<file path="src/rtl/mem_port_arbiter_pkg.sv">
// mem_port_arbiter_pkg: shared FSM/owner enums and counter width for the memory port arbiter.
package mem_port_arbiter_pkg;
    typedef enum logic [1:0] {MEM_ARB_IDLE, MEM_ARB_ISSUE, MEM_ARB_WAIT_RSP} mem_arb_state_t;
    typedef enum logic {MEM_ARB_OWNER_IC, MEM_ARB_OWNER_DC} mem_arb_owner_t;
    localparam int unsigned PERF_CNT_W = 32;
endpackage

</file>
<file path="src/rtl/mem_port_arbiter_perf.sv">
// mem_port_arb_perf: saturating grant/stall counters, used by mem_port_arbiter under MEM_PORT_ARB_PERF_EN.
module mem_port_arb_perf
    import mem_port_arbiter_pkg::*;
(
    input  logic                  clk_i,
    input  logic                  reset_ni,
    input  logic                  ic_grant_i,
    input  logic                  dc_grant_i,
    input  logic                  stall_i,
    output logic [PERF_CNT_W-1:0] perf_ic_grants_o,
    output logic [PERF_CNT_W-1:0] perf_dc_grants_o,
    output logic [PERF_CNT_W-1:0] perf_mem_stall_o
);
    logic [PERF_CNT_W-1:0] ic_q, dc_q, st_q;
    always_ff @(posedge clk_i or negedge reset_ni) begin
        if (!reset_ni) begin
            ic_q <= '0;
            dc_q <= '0;
            st_q <= '0;
        end else begin
            ic_q <= ic_q + PERF_CNT_W'(ic_grant_i && !(&ic_q));
            dc_q <= dc_q + PERF_CNT_W'(dc_grant_i && !(&dc_q));
            st_q <= st_q + PERF_CNT_W'(stall_i && !(&st_q));
        end
    end
    assign perf_ic_grants_o = ic_q;
    assign perf_dc_grants_o = dc_q;
    assign perf_mem_stall_o = st_q;
endmodule

</file>
<file path="src/rtl/mem_port_arbiter.sv">
// mem_port_arbiter: shares one memory port between icache refills and dcache reads/writes.
// Define MEM_PORT_ARB_PERF_EN to add the perf_*_o counter ports.
module mem_port_arbiter
    import mem_port_arbiter_pkg::*;
#(
    parameter int ADDR_WIDTH   = 32,
    parameter int LINE_WIDTH   = 128,
    parameter int STARVE_LIMIT = 4
) (
    input  logic                  clk_i,
    input  logic                  reset_ni,
    input  logic                  ic_req_valid_i,
    input  logic [ADDR_WIDTH-1:0] ic_req_addr_i,
    output logic                  ic_req_ready_o,
    output logic                  ic_rsp_valid_o,
    output logic [LINE_WIDTH-1:0] ic_rsp_data_o,
    input  logic                  dc_req_valid_i,
    input  logic                  dc_req_we_i,
    input  logic [ADDR_WIDTH-1:0] dc_req_addr_i,
    input  logic [LINE_WIDTH-1:0] dc_req_wdata_i,
    output logic                  dc_req_ready_o,
    output logic                  dc_rsp_valid_o,
    output logic [LINE_WIDTH-1:0] dc_rsp_data_o,
    output logic                  mem_req_valid_o,
    output logic                  mem_req_we_o,
    output logic [ADDR_WIDTH-1:0] mem_req_addr_o,
    output logic [LINE_WIDTH-1:0] mem_req_wdata_o,
    input  logic                  mem_req_ready_i,
    input  logic                  mem_rsp_valid_i,
    input  logic [LINE_WIDTH-1:0] mem_rsp_data_i,
    output logic                  busy_o
`ifdef MEM_PORT_ARB_PERF_EN
   ,output logic [PERF_CNT_W-1:0] perf_ic_grants_o,
    output logic [PERF_CNT_W-1:0] perf_dc_grants_o,
    output logic [PERF_CNT_W-1:0] perf_mem_stall_o
`endif
);
    localparam int SW = $clog2(STARVE_LIMIT + 1);
    localparam logic [SW-1:0] STARVE_MAX = SW'(STARVE_LIMIT);

    mem_arb_state_t        state_q;
    mem_arb_owner_t        owner_q;
    logic [ADDR_WIDTH-1:0] addr_q;
    logic                  we_q;
    logic [LINE_WIDTH-1:0] wdata_q;
    logic [SW-1:0]         starve_q, starve_d;
    logic                  idle, ic_grant, dc_grant, rsp;

    // Grants are gated by reset_ni so ready stays low while reset is held.
    assign idle     = state_q == MEM_ARB_IDLE;
    assign ic_grant = reset_ni && idle && ic_req_valid_i && (starve_q == STARVE_MAX || !dc_req_valid_i);
    assign dc_grant = reset_ni && idle && dc_req_valid_i && !ic_grant;
    assign rsp      = state_q == MEM_ARB_WAIT_RSP && mem_rsp_valid_i;

    always_comb begin
        starve_d = ic_grant                    ? '0 :
                   dc_grant && ic_req_valid_i  ? (starve_q == STARVE_MAX ? starve_q : starve_q + SW'(1)) :
                   idle && !ic_req_valid_i     ? '0 : starve_q;
    end

    always_ff @(posedge clk_i or negedge reset_ni) begin
        if (!reset_ni) begin
            state_q  <= MEM_ARB_IDLE;
            owner_q  <= MEM_ARB_OWNER_IC;
            addr_q   <= '0;
            we_q     <= 1'b0;
            wdata_q  <= '0;
            starve_q <= '0;
        end else begin
            starve_q <= starve_d;
            case (state_q)
                MEM_ARB_IDLE: if (ic_grant || dc_grant) begin
                    state_q <= MEM_ARB_ISSUE;
                    owner_q <= dc_grant ? MEM_ARB_OWNER_DC : MEM_ARB_OWNER_IC;
                    addr_q  <= dc_grant ? dc_req_addr_i : ic_req_addr_i;
                    we_q    <= dc_grant && dc_req_we_i;
                    wdata_q <= dc_grant ? dc_req_wdata_i : '0;
                end
                MEM_ARB_ISSUE:    if (mem_req_ready_i) state_q <= MEM_ARB_WAIT_RSP;
                MEM_ARB_WAIT_RSP: if (mem_rsp_valid_i) state_q <= MEM_ARB_IDLE;
                default:          state_q <= MEM_ARB_IDLE;
            endcase
        end
    end

    assign ic_req_ready_o  = ic_grant;
    assign dc_req_ready_o  = dc_grant;
    assign ic_rsp_valid_o  = rsp && owner_q == MEM_ARB_OWNER_IC;
    assign dc_rsp_valid_o  = rsp && owner_q == MEM_ARB_OWNER_DC;
    assign ic_rsp_data_o   = mem_rsp_data_i;
    assign dc_rsp_data_o   = mem_rsp_data_i;
    assign mem_req_valid_o = state_q == MEM_ARB_ISSUE;
    assign mem_req_we_o    = we_q;
    assign mem_req_addr_o  = addr_q;
    assign mem_req_wdata_o = wdata_q;
    assign busy_o          = !idle;

`ifdef MEM_PORT_ARB_PERF_EN
    mem_port_arb_perf u_perf (
        .clk_i            (clk_i),
        .reset_ni         (reset_ni),
        .ic_grant_i       (ic_grant),
        .dc_grant_i       (dc_grant),
        .stall_i          (mem_req_valid_o && !mem_req_ready_i),
        .perf_ic_grants_o (perf_ic_grants_o),
        .perf_dc_grants_o (perf_dc_grants_o),
        .perf_mem_stall_o (perf_mem_stall_o)
    );
`endif
endmodule

</file>
<file path="config.mk">
export PLATFORM = sky130hd
export DESIGN_NAME = mem_port_arbiter
export DESIGN_NICKNAME = d
export VERILOG_FILES = /design/src/rtl/mem_port_arbiter_pkg.sv /design/src/rtl/mem_port_arbiter_perf.sv /design/src/rtl/mem_port_arbiter.sv
export SDC_FILE = /design/constraint.sdc
export NUM_CORES = 1
export LEC_CHECK = 0
export ABC_AREA = 0
export CORE_AREA = 4 4 292 294
export DETAILED_ROUTE_END_ITERATION = 10
export DIE_AREA = 0 0 296 298
export DONT_BUFFER_PORTS = 1
export PLACE_DENSITY_LB_ADDON = 0.2
export SETUP_SLACK_MARGIN = 0.1
export SLEW_MARGIN = 20
export SYNTH_ARGS = -nofsm -noshare
export SYNTH_HDL_FRONTEND = slang
export SYNTH_SLANG_ARGS = --single-unit
</file>
<file path="constraint.sdc">
create_clock -name clk_i -period 1.6 [get_ports clk_i]
set_clock_uncertainty 0.05 [all_clocks]
set_input_delay 0.32 -clock clk_i [delete_from_list [all_inputs] [get_ports clk_i]]
set_output_delay 0.32 -clock clk_i [all_outputs]
set_load 0.01 [all_outputs]
</file>
Yosys cells after proc, flatten, opt, wreduce, memory -nomap -nowiden
Index checks and enable logic that the tools add are counted.
{"block": "classes", "addsub": 1, "n_eq_ne": 7, "mux": 11, "bitwise_logic": 1, "n_reduce_logical": 22}
{"cell": "2-to-1 mux 128 bit", "n": 1}
{"cell": "2-to-1 mux 32 bit", "n": 1}
{"cell": "2-to-1 mux 3 bit", "n": 4}
{"cell": "logical AND 1 bit", "n": 11}
{"cell": "2-to-1 mux 2 bit", "n": 3}
{"cell": "case mux 2 bit (3 select lines)", "n": 1}
{"cell": "logical NOT 1 bit", "n": 4}
{"cell": "!= test 2 x 1 -> 1 bit (second input constant)", "n": 2}
{"cell": "AND reduction 2 bit", "n": 2}
{"cell": "adder 3 x 1 -> 3 bit (second input constant)", "n": 1}
{"cell": "equality test 3 bit (second input constant)", "n": 1}
{"cell": "!= test 3 bit (second input constant)", "n": 1}
{"cell": "AND reduction 3 bit", "n": 1}
{"cell": "nonzero test 3 bit", "n": 1}
{"cell": "equality test 2 x 1 -> 1 bit (second input constant)", "n": 1}
{"cell": "equality test 2 bit (second input constant)", "n": 1}
{"cell": "logical NOT 2 bit", "n": 1}
{"cell": "logical OR 1 bit", "n": 2}
{"cell": "!= test 2 bit (second input constant)", "n": 1}
{"cell": "2-to-1 mux 1 bit", "n": 1}
{"cell": "inverter 1 bit", "n": 1}
{"block": "totals", "regBits": 167}

Logic depth before layout (Yosys ltp)
Gate-level depths: netlist of run 1.
{"block": "depth", "ltp_word": 9, "depth_mapped": 8, "mapped_depth_nobuf": 6}

Least setup slack after synthesis of run 1
OpenSTA, ideal clock, no wires.
{"block": "synth_timing", "kind": "reg-to-output", "start": "register starve_q[0]", "end": "output port ic_req_ready_o", "arrival_time_ns": 1.308, "path_slack_ns": -0.078, "stages_incl_launch_ff": 7, "n_path_buf": 2, "path_cell_list": "dfrtp_1 inv_1 ha_1 a21bo_2 buf_2 clkbuf_1 and2_1"}
{"block": "synth_between", "elab_chain_len": 3}
{"item": "start: declaration", "line": "mem_port_arbiter.sv:46", "source": "logic [SW-1:0] starve_q, starve_d;"}
{"item": "start signal: assignment", "line": "mem_port_arbiter.sv:70", "source": "starve_q <= starve_d;"}
{"item": "equality test 3 bit", "line": "mem_port_arbiter.sv:51", "source": "assign ic_grant = reset_ni && idle && ic_req_valid_i && (starve_q == STARVE_MAX || !dc_req_valid_i);"}
{"item": "logical OR 1 bit", "line": "mem_port_arbiter.sv:51"}
{"item": "logical AND 1 bit", "line": "mem_port_arbiter.sv:51"}
{"item": "end: declaration", "line": "mem_port_arbiter.sv:14", "source": "output logic ic_req_ready_o,"}
Every way passes these cells.

Worst setup path in the final report of run 1
{"block": "layout_timing", "start": "register state_q[0]", "end": "output port ic_req_ready_o"}
{"block": "layout_between", "elab_chain_len": 4}
{"item": "start: declaration", "line": "mem_port_arbiter.sv:41", "source": "mem_arb_state_t state_q;"}
{"item": "start signal: assignment", "line": "mem_port_arbiter.sv:63", "source": "state_q <= MEM_ARB_IDLE;"}
{"item": "start signal: assignment", "line": "mem_port_arbiter.sv:73", "source": "state_q <= MEM_ARB_ISSUE;"}
{"item": "start signal: assignment", "line": "mem_port_arbiter.sv:79", "source": "MEM_ARB_ISSUE: if (mem_req_ready_i) state_q <= MEM_ARB_WAIT_RSP;"}
{"item": "logical NOT 2 bit", "line": "mem_port_arbiter.sv:50", "source": "assign idle = state_q == MEM_ARB_IDLE;"}
{"item": "logical AND 1 bit (3 in a row)", "line": "mem_port_arbiter.sv:51"}
Every way passes these cells.

==> results of run 1 <==
cells in the final DEF, fill, tap and decap left out, types with 2 or more instances in the layout:
cell             n
nand2_1          2
buf_8           12
buf_6           23
buf_12          19
o221a_4          2
inv_6            4
nand3_4          2
a22o_1         130
nand2b_1         2
clkbuf_16       17
dlygate4sd3_1  193
bufinv_16        2
buf_4           17
clkinvlp_4       2
clkbuf_8         2
buf_16          12
o21ai_0          3
inv_8            3
nand3b_1        32
dfrtp_1        166
o221a_2         30
inv_2            3
cell type report:
type	count	area (µm²)
clock buffers	19	453
repair buffers	277	3240
clock inverters	13	158
well taps	1080	1350
multi-input cells	222	2050
inverters	4	17.5
flip-flops and latches	167	4180
fillers	9190	71400
synth_stat cells (2+ instances only):
cell      number
ha_1           2
dfrtp_1      167
nand2_1        2
o221a_2       32
buf_1          2
buf_4        256
nand3_1        2
inv_1          3
nor2b_1        2
buf_2         22
nand3b_1      32
buf_6          9
o21ai_0        3
or2_2          2
clkbuf_1       8
a22o_1       130
nand2b_1       2
path summary, 6_finish.rpt:
path / endpoint / start / cells after the start
max reg2reg: mem_req_addr_o[25]$_DFFE_PN0P_ / state_q[0]$_DFFE_PN0P_ / 10
max in group asynchronous: starve_q[1]$_DFFE_PN0P_ / reset_ni / 0
min reg2reg: owner_q$_DFFE_PN0P_ / owner_q$_DFFE_PN0P_ / 1
min: mem_req_wdata_o[95]$_DFFE_PN0P_ / reset_ni / 0
min in group clk_i: mem_req_addr_o[7]$_DFFE_PN0P_ / ic_req_addr_i[7] / 2
max: ic_req_ready_o / state_q[0]$_DFFE_PN0P_ / 4
worst max-delay path, stage by stage, from the launching register on:
cell,delay [ps]
dfrtp_1,420
buf_6,140
nor4bb_4,330
buf_12,160
and2_4,150
repair_timing:
action	CTS	global route
pin swaps	62	17
hold endpoints to repair	331	167
setup endpoints to repair	170	173
gates resized for setup	80	12
cloned	17	0
setup buffers	42	9
flip-flops by register name, summed over array words and instances (netlist names):
| register | count |
|---|---|
| mem_req_wdata_o | 128 |
| starve_q | 3 |
| owner_q | 1 |
| state_q | 2 |
| mem_req_we_o | 1 |
| mem_req_addr_o | 32 |
cell families (layout without fill, tap and decap cells):
family	Yosys count	after routing	synth area share
AO/OA/AOI/OAI	169	169	0.185
adder cells (fa/ha/maj)	2	2	0.00300
buffers and inverters	302	313	0.264
flip-flops	167	167	0.502
multiplexers	1	1	0.00135
AND/OR/NAND/NOR	50	50	0.0440
report_power, final:
part / internal, mW / total (mW) / leakage (nW) / switching, mW
clock: 2.43 / 4.51 / 0.297 / 2.08
sequential: 6.21 / 8.94 / 2.08 / 2.72
combinational: 3.24 / 5.07 / 2.26 / 1.83
per-layer routing:
| layer | up-vias | GRT usage | share of wire |
|---|---|---|---|
| met5 | - | 0 | 0 |
| met2 | 399 | 0.103 | 0.48 |
| li1 | 2219 | - | - |
| met1 | 2631 | 0.0638 | 0.36 |
| met4 | 0 | 0.0444 | 0.048 |
| met3 | 90 | 0.0338 | 0.11 |
through the flow:
stage / instance area, µm² / power, mW
4_1_cts: 11500 / 19.0
5_1_grt: 11500 / 19.6
2_1_floorplan: 8350 / 11.5
3_3_place_gp: 7940 / 12.5
6_report: 11500 / 18.5
3_5_place_dp: 7940 / 12.4
==> results.py, run 1 <==
metrics = {
    "timing": {
        "fin_crit_ps": 2080,
        "hold_ws_ps": -518,
        "hold_violations": 167,
        "max-slew-margin-rel": 0.697,
        "grt_setup_unrepaired": "yes",
        "min_period_over_period": 1.30,
        "fin_ws_ps": -476,
        "fmax_mhz": 482,
        "final.setup.tns_ps": -48560,
        "worstMarginPinSlew_ps": 454,
        "slew_viol_final": 0,
        "setup_violations": 171,
    },
    "clocking": {
        "clock-sinks": 167,
        "path_clk_slew_ps": 80,
        "cts_root_buf": "clkbuf_16",
        "max-clock-path-buffers": 2,
        "numCtsBuffers": 17,
        "clk_latency_ps": 500,
        "ctsHtreeMaxLevel": 4,
        "cts_tree": "done",
        "postCtsHoldBufs": 193,
    },
    "logic_synthesis": {
        "async_reset_ff_frac": 1.00,
        "yosysTopAreaCell": "dfrtp_1",
        "synth_top_area_share": 0.502,
        "avgSynthCellArea_um2": 12.1,
        "yosys_warnings": 0,
        "synthDistinctLibCells": 32,
        "syn_nets": 1020,
        "ys_seq_area_frac": 0.502,
        "ys_ff_latch": 167,
        "netlist_area_um2": 8330,
        "synth_ff_type": "dfrtp_1",
        "postSynthCellCount": 691,
        "synth_area_leaders": "dfrtp_1 50%, buf_4 23%, a22o_1 14%",
        "synth_edf_count": 0,
    },
    "global_route": {
        "first_global_vias": 5840,
        "grt_start_max_net_pins": 171,
        "grtUsageTotal": 0.0642,
        "grt-ovfl-total": 0,
        "grt_first_pass_wirelength_um": 40300,
        "antenna_found_initial": 1,
    },
    "worst_setup_path": {
        "cp-start-kind": "register",
        "worst-setup-path-type": "reg2out",
        "arrival_ps": 1710,
        "end_kind": "output port",
        "crit_required_ps": 1230,
        "crit_fanout": 4,
        "reg2reg_slack_ps": -420,
    },
    "place": {
        "numPortBuffers": 0,
        "gp_congestion": 0.635,
        "dpl_worst_slack_ps": -89.2,
        "placed_cells": 1511,
        "hpwl_um": 18300,
    },
    "flow_run": {
        "maxCapViolations": 0,
    },
    "floorplanning": {
        "row_count": 106,
        "fp.dieW_um": 296,
        "start_util": 0.100,
        "design.die.area_um2": 88200,
        "io_pins": 750,
        "die_h_um": 298,
        "core_area_um2": 82900,
    },
    "layout": {
        "utilization": 0.138,
        "fin_cells": 1782,
        "antenna_cells": 0,
        "drive_gt1_frac": 0.238,
        "syn_to_final_growth_pct": 37.6,
        "nNetsFinal": 1018,
    },
    "drt": {
        "viasPerCell": 3.00,
        "first_iter_violations": 261,
        "vias": 5339,
        "wirelength_um": 29100,
        "ant_nets": 0,
        "drt-pass1-iter-count": 4,
        "drcViolationCount": 0,
        "wl_per_cell_um": 16.3,
    },
    "run_status": {
        "status": "finished with violations",
        "violations": "hold timing, setup timing",
    },
    "min_path": {
        "min_path_type": "in2async",
    },
    "power_and_ir_drop": {
        "p_per_area_nw_per_um2": 1620,
        "peakVddDrop_uv": 843,
        "p_leak_nw": 4.64,
    },
}
Note: power is estimated with default switching activity, not from simulation.
==> inputs of run 2 (changes only) <==
Settings changed: SLEW_MARGIN 20 to not set.
==> results of run 2 <==
No change in the layout: final DEF, timing and power equal those of run 1.
==> inputs of run 3 (changes only) <==
Clock period 1.6 ns to 1.85 ns, I/O delays scaled along.
==> results.py, run 3 (same netlist as run 1, synthesis figures left out) <==
metrics = {
    "power_and_ir_drop": {
        "cell_internal_pwr_mw": 9.62,
        "combPwrFrac": 0.220,
        "p_per_area_nw_per_um2": 1470,
        "swShare": 0.367,
        "peakVddDrop_uv": 695,
        "power.switching_mw": 5.59,
        "p_seq_frac": 0.514,
        "clock_power_share": 0.266,
        "p_leak_nw": 4.13,
    },
    "worst_setup_path": {
        "reg2reg_slack_ps": -40,
        "crit_required_ps": 1430,
        "crit_slowest_cell": "dfrtp_2",
        "crit_fanout": 4,
        "worst-setup-path-type": "reg2out",
        "cp_cell_sequence": "nor4bb_4, buf_4, and2_4",
        "cp-start-kind": "register",
        "arrival_ps": 1570,
        "max_stage_delay_ps": 460,
        "end_kind": "output port",
    },
    "layout": {
        "antenna_cells": 0,
        "drive_gt1_frac": 0.188,
        "final_cell_area_um2": 10300,
        "largest_reg_flops": 128,
        "nNetsFinal": 940,
        "syn_to_final_growth_pct": 24.3,
        "utilization": 0.125,
        "final_cell_mix": "165 x dlygate4sd3_1, 165 x dfrtp_1, 130 x a22o_1, 32 x nand3b_1, 32 x o221a_2",
    },
    "min_path": {
        "min_path_type": "in2async",
    },
    "clocking": {
        "max-clock-path-buffers": 2,
        "ctsHtreeMaxLevel": 4,
        "clk_latency_ps": 480,
        "path_clk_slew_ps": 80,
        "cts_root_buf": "clkbuf_16",
        "numCtsBuffers": 17,
        "cts_tree": "done",
        "clock-sinks": 167,
    },
    "flow_run": {
        "maxCapViolations": 0,
    },
    "floorplanning": {
        "design.die.area_um2": 88200,
        "core_area_um2": 82900,
        "fp.dieW_um": 296,
        "start_util": 0.100,
        "die_h_um": 298,
        "io_pins": 750,
        "row_count": 106,
    },
    "drt": {
        "drcViolationCount": 0,
        "first_iter_violations": 262,
        "vias": 4983,
        "ant_nets": 0,
        "drt-pass1-iter-count": 6,
        "wirelength_um": 27800,
        "viasPerCell": 2.92,
        "wl_per_cell_um": 16.3,
    },
    "place": {
        "gp_congestion": 0.623,
        "post_dp_cell_area_um2": 7810,
        "hpwl_um": 18500,
        "numPortBuffers": 0,
    },
    "timing": {
        "worstMarginPinSlew_ps": 438,
        "hold_violations": 167,
        "min_period_over_period": 1.08,
        "max-slew-margin-rel": 0.708,
        "fin_crit_ps": 1990,
        "fmax_mhz": 502,
        "slew_viol_final": 0,
        "setup_violations": 77,
        "fin_ws_ps": -143,
        "hold_ws_ps": -466,
        "grt_setup_unrepaired": "yes",
    },
    "global_route": {
        "use_met3": 0.0382,
        "met1_usage": 0.0578,
        "met2_usage": 0.0944,
        "grt-ovfl-total": 0,
        "top_usage_layer": "met2",
        "grtUsageTotal": 0.0599,
        "grt_start_max_net_pins": 171,
        "grt_first_pass_wirelength_um": 37600,
        "antenna_found_initial": 1,
        "first_global_vias": 5373,
    },
    "run_status": {
        "status": "finished with violations",
        "violations": "hold timing, setup timing",
    },
}
==> run 3: changes by cell type in the layout (fill, tap and decap cells not counted), sizes merged <==
cell	before	now
bufbuf	1	3
bufinv	2	3
dlygate4sd3	193	165
clkinvlp	2	1
buf	83	30
inv	11	12
==> run 3: worst paths after layout <==
check / from / to / cells past startpoint
worst max register to register: starve_q[1]$_DFFE_PN0P_ / mem_req_wdata_o[16]$_DFFE_PN0P_ / 9
worst min-delay path: reset_ni / mem_req_wdata_o[16]$_DFFE_PN0P_ / 0
worst max-delay path: state_q[1]$_DFFE_PN0P_ / ic_req_ready_o / 3
worst min register to register: mem_req_wdata_o[66]$_DFFE_PN0P_ / mem_req_wdata_o[66]$_DFFE_PN0P_ / 1
max in group asynchronous: reset_ni / state_q[0]$_DFFE_PN0P_ / 0
min in group clk_i: ic_req_addr_i[9] / mem_req_addr_o[9]$_DFFE_PN0P_ / 2
==> run 3: worst max-delay path: cells and delay by family (launching register included) <==
| family | cells | cell delay (ps) |
|---|---|---|
| flip-flops | 1 | 460 |
| AND/OR/NAND/NOR | 2 | 460 |
| buffers and inverters | 1 | 170 |
==> run 3: power by group through the flow <==
stage               clock network (mW)  registers (mW)  logic, mW
global placement                     0            8.01       2.75
global route                      4.41            8.02       3.66
finish                            4.05            7.81       3.35
CTS                               4.34            7.85       3.36
floorplan                            0            7.14       2.77
detailed placement                   0            7.86       2.83
==> run 3: metrics by stage <==
step	setup TNS (ps)	hold WS [ps]	setup WS (ps)	total power [mW]	instances
after floorplan	0	24.4	122	9.91	691
after global placement	0	29.4	121	10.8	1496
after detailed placement	0	29.0	125	10.7	1496
after CTS	-5160	-558	-253	15.6	1699
after global routing	-11710	-540	-282	16.1	1704
final	-1810	-466	-143	15.2	1704
==> run 3: routing by layer <==
layer | vias to the layer above | wire length [µm]
met2 | 408 | 12900
li1 | 2052 | -
met1 | 2434 | 9900
met4 | 0 | 1350
met5 | - | 0
met3 | 89 | 3680
==> run 3: cell type report <==
cell class / count / area, µm²
Timing Repair Buffer: 199 / 2130
Fill cell: 9269 / 72500
Tap cell: 1080 / 1350
Inverter: 4 / 22.5
Sequential cell: 167 / 4180
Multi-Input combinational cell: 222 / 2020
Clock inverter: 14 / 203
Clock buffer: 18 / 439
==> run 3: repair_timing <==
item	in CTS	in global routing
setup endpoints to repair	6	150
setup buffers	3	5
pin swaps	3	3
hold buffers	165	1
cloned	3	1
resized for setup	19	1
endpoints found under the hold margin	331	168
